--- src/rtl/evo_pcc_tx.sv ---
// evo_pcc_tx: burst transmitter driving the PCC parallel-capture bus {den1, den2, clk, data[13:0]} from a valid/ready word stream
module evo_pcc_tx #(
   parameter int HALF_CYC = 2,
   parameter int GAP_CYC  = 4
) (
   input  logic        clk,
   input  logic        reset_n,
   input  logic        start_i,
   input  logic        abort_i,
   input  logic [10:0] cfg_flit_cnt_i,
   input  logic [9:0]  cfg_burst_cnt_i,
   input  logic [13:0] in_data_i,
   input  logic        in_vld_i,
   output logic        in_rdy_o,
   output logic [16:0] pcc_o,
   output logic        busy_o,
   output logic        done_o,
   output logic        aborted_o
);
   typedef enum logic [2:0] {S_IDLE, S_LOAD, S_LOW, S_HIGH, S_GAP, S_DONE} state_t;
   localparam int CW = $clog2((HALF_CYC > GAP_CYC ? HALF_CYC : GAP_CYC) + 1);

   state_t        r_state, w_nxt;
   logic [CW-1:0] r_cnt;
   logic [10:0]   r_cfg_flit, r_flit;
   logic [9:0]    r_burst;
   logic [13:0]   r_data;
   logic          r_pcc_clk, r_rdy, r_busy, r_done, r_aborted;
   logic          w_abort, w_half_end, w_gap_end;

   assign w_abort    = abort_i && r_state != S_IDLE;
   assign w_half_end = r_cnt == CW'(HALF_CYC - 1);
   assign w_gap_end  = r_cnt == CW'(GAP_CYC - 1);

   always_comb begin
      w_nxt = r_state;
      case (r_state)
         S_IDLE:  if (start_i) w_nxt = (cfg_flit_cnt_i == '0 || cfg_burst_cnt_i == '0) ? S_DONE : S_LOAD;
         S_LOAD:  if (in_vld_i) w_nxt = S_LOW;
         S_LOW:   if (w_half_end) w_nxt = S_HIGH;
         S_HIGH:  if (w_half_end) w_nxt = r_flit != 11'd1 ? S_LOAD : r_burst != 10'd1 ? S_GAP : S_DONE;
         S_GAP:   if (w_gap_end) w_nxt = S_LOAD;
         S_DONE:  w_nxt = S_IDLE;
         default: w_nxt = S_IDLE;
      endcase
      if (w_abort) w_nxt = S_IDLE;
   end

   // Outputs are registered from the next state so they line up with the state they describe.
   always_ff @(posedge clk) begin
      if (!reset_n) begin
         r_state    <= S_IDLE;
         r_cnt      <= '0;
         r_cfg_flit <= '0;
         r_flit     <= '0;
         r_burst    <= '0;
         r_data     <= '0;
         r_pcc_clk  <= 1'b0;
         r_rdy      <= 1'b0;
         r_busy     <= 1'b0;
         r_done     <= 1'b0;
         r_aborted  <= 1'b0;
      end else begin
         r_state <= w_nxt;
         r_cnt   <= (w_nxt == r_state) ? r_cnt + 1'b1 : '0;
         if (r_state == S_IDLE && start_i) begin
            r_cfg_flit <= cfg_flit_cnt_i;
            r_flit     <= cfg_flit_cnt_i;
            r_burst    <= cfg_burst_cnt_i;
         end else if (r_state == S_HIGH && w_half_end) begin
            r_flit  <= r_flit != 11'd1 ? r_flit - 11'd1 : r_cfg_flit;
            r_burst <= r_flit != 11'd1 ? r_burst : r_burst - 10'd1;
         end
         if (r_state == S_LOAD && w_nxt == S_LOW) r_data <= in_data_i;
         r_pcc_clk <= w_nxt == S_HIGH;
         r_rdy     <= w_nxt == S_LOAD;
         r_busy    <= w_nxt inside {S_LOAD, S_LOW, S_HIGH, S_GAP};
         r_done    <= w_nxt == S_DONE;
         r_aborted <= w_abort;
      end
   end

   assign pcc_o     = {2'b00, r_pcc_clk, r_data};
   assign in_rdy_o  = r_rdy;
   assign busy_o    = r_busy;
   assign done_o    = r_done;
   assign aborted_o = r_aborted;
endmodule

--- config.mk ---
export PLATFORM = sky130hd
export DESIGN_NAME = evo_pcc_tx
export DESIGN_NICKNAME = d
export VERILOG_FILES = /design/src/rtl/evo_pcc_tx.sv
export SDC_FILE = /design/constraint.sdc
export NUM_CORES = 1
export LEC_CHECK = 0
export ABC_AREA = 0
export CAP_MARGIN = 20
export CORE_ASPECT_RATIO = 1.25
export CORE_MARGIN = 2
export CORE_UTILIZATION = 52
export CTS_BUF_LIST = sky130_fd_sc_hd__clkbuf_16
export CTS_CLUSTER_DIAMETER = 80
export DETAILED_ROUTE_END_ITERATION = 8
export PLACE_DENSITY_LB_ADDON = 0.3
export SYNTH_ARGS = -nofsm -noshare
export SYNTH_HDL_FRONTEND = slang
export SYNTH_SLANG_ARGS = --single-unit
--- constraint.sdc ---
create_clock -name clk -period 2.05 [get_ports clk]
set_input_delay 0.205 -clock clk [delete_from_list [all_inputs] [get_ports clk]]
set_output_delay 0.205 -clock clk [all_outputs]
set_load 0.01 [all_outputs]
Word-level counts from Yosys, hierarchy flattened
Cells that the tools add are included.
Widths: inputs -> output; s select.
{"block": "classes", "n_shift": 0, "n_lt_le_gt_ge": 0, "n_addsub": 3, "mul": 0, "n_mux": 16, "n_div": 0, "bitwise": 0, "eq_ne": 15, "reduce_logical": 13}
{"op": "$mux 11", "n": 3}
{"op": "$mux 10", "n": 3}
{"op": "$mux 3", "n": 8}
{"op": "$eq 3x2->1 const B", "n": 5}
{"op": "$pmux 3 s5", "n": 1}
{"op": "$logic_not 11->1", "n": 1}
{"op": "$ne 11x1->1 const B", "n": 1}
{"op": "$sub 11x1->11 const B", "n": 1}
{"op": "$logic_not 10->1", "n": 1}
{"op": "$ne 10x1->1 const B", "n": 1}
{"op": "$sub 10x1->10 const B", "n": 1}
{"op": "$eq 3x1->1 const B", "n": 3}
{"op": "$eq 3x3->1 const B", "n": 3}
{"op": "$logic_and 1x1->1", "n": 4}
{"op": "$reduce_and 2->1", "n": 2}
{"op": "$reduce_bool 4->1", "n": 1}
{"op": "$add 3x1->3 const B", "n": 1}
{"op": "$eq 3x3->1", "n": 1}
{"op": "$logic_not 3->1", "n": 1}
{"op": "$reduce_bool 3->1", "n": 1}
{"op": "$ne 2x1->1 const B", "n": 1}
{"op": "$reduce_bool 2->1", "n": 1}
{"op": "$logic_or 1x1->1", "n": 1}
{"op": "$mux 1", "n": 1}
{"block": "word_totals", "rom_bits": 0, "input_bits": 40, "memories": 0, "ramBits": 0, "out_inout_bits": 21, "reg_bits": 57, "latch_bits": 0}

Logic depth before layout (Yosys ltp)
{"block": "depth", "depth_word": 8, "mapped_depth": 9, "ltp_nobuf": 8}

Least setup slack after synthesis
OpenSTA, ideal clock, no wires.
{"block": "synth_path", "kind": "reg2reg", "from": "register r_flit[0]", "to": "register r_burst[9]", "path_stages_with_launch": 7, "n_path_buf": 0, "arrival_time_ps": 1643, "setup_slack_ps": 286, "setup_time_ps": 120, "required_time_ps": 1930, "cell_sequence": "dfxtp_1 ha_1 nor4bb_1 nand4_1 or4_1 nand3_1 a21boi_1"}
{"block": "synth_between", "elab_chain_cells": 3}
{"element": "start, declared", "line_no": "25", "text": "logic [10:0] r_cfg_flit, r_flit;"}
{"element": "start signal, assigned", "line_no": "68", "text": "r_flit <= cfg_flit_cnt_i;"}
{"element": "start signal, assigned", "line_no": "71", "text": "r_flit <= r_flit != 11'd1 ? r_flit - 11'd1 : r_cfg_flit;"}
{"element": "$ne 11x1->1", "line_no": "72", "text": "r_burst <= r_flit != 11'd1 ? r_burst : r_burst - 10'd1;"}
{"element": "$ne 2x1->1 (no source line)"}
{"element": "$reduce_and 2->1 (no source line)"}
{"element": "end signal, assigned", "line_no": "69", "text": "r_burst <= cfg_burst_cnt_i;"}
{"element": "end signal, assigned", "line_no": "72"}
{"element": "end, declared", "line_no": "26", "text": "logic [9:0] r_burst;"}
Every way passes these cells.
A chain may end at the register's enable or synchronous reset.

Final worst setup path
{"block": "layout_path", "from": "register r_flit[3]", "to": "register r_flit[7]"}
{"block": "layout_between", "elab_chain_cells": 4, "elab_cells_between_ends": 5}
{"element": "$sub 11x1->11 or $ne 11x1->1 (tied branches)", "line_no": "71"}
{"element": "$mux 11 *", "line_no": "71"}
{"element": "$mux 11 *", "line_no": "70", "text": "end else if (r_state == S_HIGH && w_half_end) begin"}
{"element": "$mux 11 *", "line_no": "66", "text": "if (r_state == S_IDLE && start_i) begin"}
Every way passes the cells marked *; elsewhere a longest branch is shown, timed or not. The select of a mux whose other input is x is not followed.

==> impl_results.md <==
- Peak VDD IR: 0.0005913 V
- Final Total Pwr: 3.177 mW
- Wire per inst: 15.86 um
- Dpl hpwl: 6081 um
- Clock Tree Buf Depth: 2
- Largest net degree at the start of global routing: 30
- Fraction of layout cells with a size suffix above 1: 0.1382
- Core area: 5741 um2
- Unrepaired setup endpoints after global routing: no
- Cell area after synthesis: 3069 um2
- Final wirelength: 8390 um
- Placement Cell Area: 3859 um2
- Hold Buf Count CTS: 0
- Minimum clock period: 1.919 ns
- Synth Instances: 381
- Commonest non-fill, non-tap cell in the layout: nand2_1
- WP data required: 2.30 ns
- Postcts setup bufs: 0
- Commonest non-fill, non-tap cells in the layout: 65 x nand2_1, 58 x clkdlybuf4s50_1, 56 x dfxtp_1
- TritonCTS Sinks: 57
- DR iter-0 viols: 178
- CTS tree: done
- Worst Reg-to-Reg Cells: 7
- Fmax: 0.5210 GHz
- Area Overhead vs Synth: 34.41%
- Place WS: 0.06812 ns
- Area leader, netlist: dfxtp_1
- Crit path launch type: flop
- Fin Setup TNS: 0 ns
- Setup crit end kind: flop
- Initial Utilization: 0.5347
- Yosys Warn Count: 0
- Htree depth: 3
- Vias in the first global route: 3,091
- Clock latency on the worst-skew pair: 0.33 ns
- Register area: 1142 um2
- Yosys top cell area share: 0.3718
- Cell Rows: 31
- Crit share post-route: 0.9362
- Ys async rst share: 0
- Leak: 1.556 nW
- Port Buffers: 58
- Global Route Usage Sum: 0.2726
- Initial antenna violation count: 0
- Post-route setup slack: 0.1307 ns
- Via count: 3,085
- Worst Hold Class: in -> reg
- Die Width: 72.72 um
- WS Path Type: reg -> reg
- Multi-input logic area: 1777 um2
- WHS Path Cells: 3
- Root Buffer: clkbuf_16
- Synth area leaders: dfxtp_1 37%, a21boi_0 8.3%, nand2_1 7.9%, a21oi_1 4.9%, nor2_1 3.2%
- Die ar.: 6537 um2
- Die height: 89.90 um
- Layout filler cell count: 459
- Final non-filler cell area: 4125 um2
- Number of diodes: 0
- Max-slew violation count: 0
- RePlAce Congestion: 0.9918
- Mean Syn Cell Area: 8.056 um2
- TritonCTS Buffers: 9
- CP Max Fanout: 5
- Worst-path clk slew: 0.05 ns
- EDFF count, synth: 0
- Number of routed nets with antenna violations: 0
- Flop and latch count out of synthesis: 57
- Final Hold Violating Endpoints: 0
- Post-synthesis sequential area ratio: 0.3718
- Post-route DRC violation count: 0
- Overflow after GRT: 0
- WP data arrival: 2.17 ns
- Main flop type after synthesis: dfxtp_1
- Worst Skew: 0.005815 ns
- Synth cell types: 60
- Setup Viol. Count Final: 0
- Via density per instance: 5.832
- Total iterations of the first detailed-routing run: 5
- Nets: 506
- Max cap viols: 0
- Pwr dens: 770.2 nW/um2
- Status: finished, final reports clean
- IO Count: 61
- First-pass GRT wire length: 13,940 um
-- synthesized netlist by cell type, types with 3 or more instances --
| master | instances |
|---|---|
| a211oi_1 | 5 |
| a21boi_0 | 34 |
| a21oi_1 | 30 |
| and2_1 | 3 |
| and3_1 | 4 |
| buf_2 | 4 |
| buf_4 | 4 |
| clkbuf_1 | 15 |
| dfxtp_1 | 57 |
| ha_1 | 7 |
| inv_1 | 11 |
| nand2_1 | 65 |
| nand2b_1 | 3 |
| nand3_1 | 13 |
| nand4_1 | 3 |
| nor2_1 | 26 |
| nor2b_1 | 4 |
| nor3_1 | 8 |
| nor4_1 | 8 |
| o21ai_0 | 17 |
| or3_1 | 5 |
| xor2_1 | 4 |
-- cells by family (layout without fill, tap and decap cells) --
family | after synthesis | after routing | share of synthesized area
simple gates | 167 | 167 | 0.2976
xor+xnor | 5 | 5 | 0.01427
fa+ha+maj | 7 | 7 | 0.02854
mux | 2 | 2 | 0.006523
flops | 57 | 57 | 0.3718
compound gates | 107 | 107 | 0.2283
buf+inv | 35 | 116 | 0.05177
other cells | 1 | 2 | 0.001222
-- worst paths after layout --
| kind | startpoint | endpoint | slack (ns) |
|---|---|---|---|
| max reg2reg | r_flit[3]$_SDFFE_PN0P_ | r_flit[7]$_SDFFE_PN0P_ | 0.13 |
| max | r_flit[3]$_SDFFE_PN0P_ | r_flit[7]$_SDFFE_PN0P_ | 0.13 |
| min | in_data_i[12] | r_data[12]$_SDFFE_PN0P_ | 0.43 |
| min reg2reg | r_cnt[0]$_SDFF_PN0_ | r_cnt[0]$_SDFF_PN0_ | 0.46 |
-- critical path: stages (launching register included) --
cell	delay [ns]
dfxtp_1	0.35
buf_4	0.18
or4_4	0.52
nor4_1	0.32
nor3_1	0.10
nor2_1	0.12
o21ai_0	0.09
a21boi_0	0.16
-- timing repair --
item,4_1_cts,5_1_grt
gates resized for setup,0,2
endpoints found under the hold margin,0,0
setup endpoints to repair,0,3
-- report_power, final --
| part | switching [mW] | leakage [nW] | total, mW | internal (mW) |
|---|---|---|---|---|
| logic | 0.300 | 0.968 | 0.602 | 0.302 |
| clock network | 0.528 | 0.121 | 1.33 | 0.800 |
| registers | 0.0676 | 0.467 | 1.25 | 1.18 |
| total | 0.896 | 1.56 | 3.18 | 2.28 |
-- layout make-up --
cell class,count,share of cell area
Timing Repair Buffer,90,0.1990
Sequential cell,57,0.2769
Clock buffer,9,0.05460
Tap cell,66,0.02002
Inverter,11,0.01001
Clock inverter,6,0.008796
Multi-Input combinational cell,290,0.4307
-- flip-flops by register name, summed over array words and instances (netlist names) --
register / cells
aborted_o: 1
busy_o: 1
done_o: 1
in_rdy_o: 1
r_burst: 10
r_cfg_flit: 11
r_cnt: 3
r_data: 14
r_flit: 11
r_pcc_clk: 1
r_state: 3
-- metrics by stage --
stage	hold slack (ns)	instances	utilization
2_1_floorplan	0.3218	382	-
3_3_place_gp	0.4309	514	0.6722
3_5_place_dp	0.4507	514	0.6722
4_1_cts	0.4293	529	0.7177
5_1_grt	0.4556	529	0.7186
6_report	0.4339	529	0.7186
-- metal layers --
| layer | wire length (um) | vias up | part of all wire | GRT usage |
|---|---|---|---|---|
| met4 | 484 | 0 | 0.058 | 0.1821 |
| met3 | 594 | 43 | 0.071 | 0.06839 |
| li1 | - | 1499 | - | - |
| met5 | 0 | - | 0 | 0 |
| met2 | 4087 | 143 | 0.49 | 0.4530 |
| met1 | 3224 | 1400 | 0.38 | 0.2969 |
No activity file was read; power rests on OpenSTA's default activity.
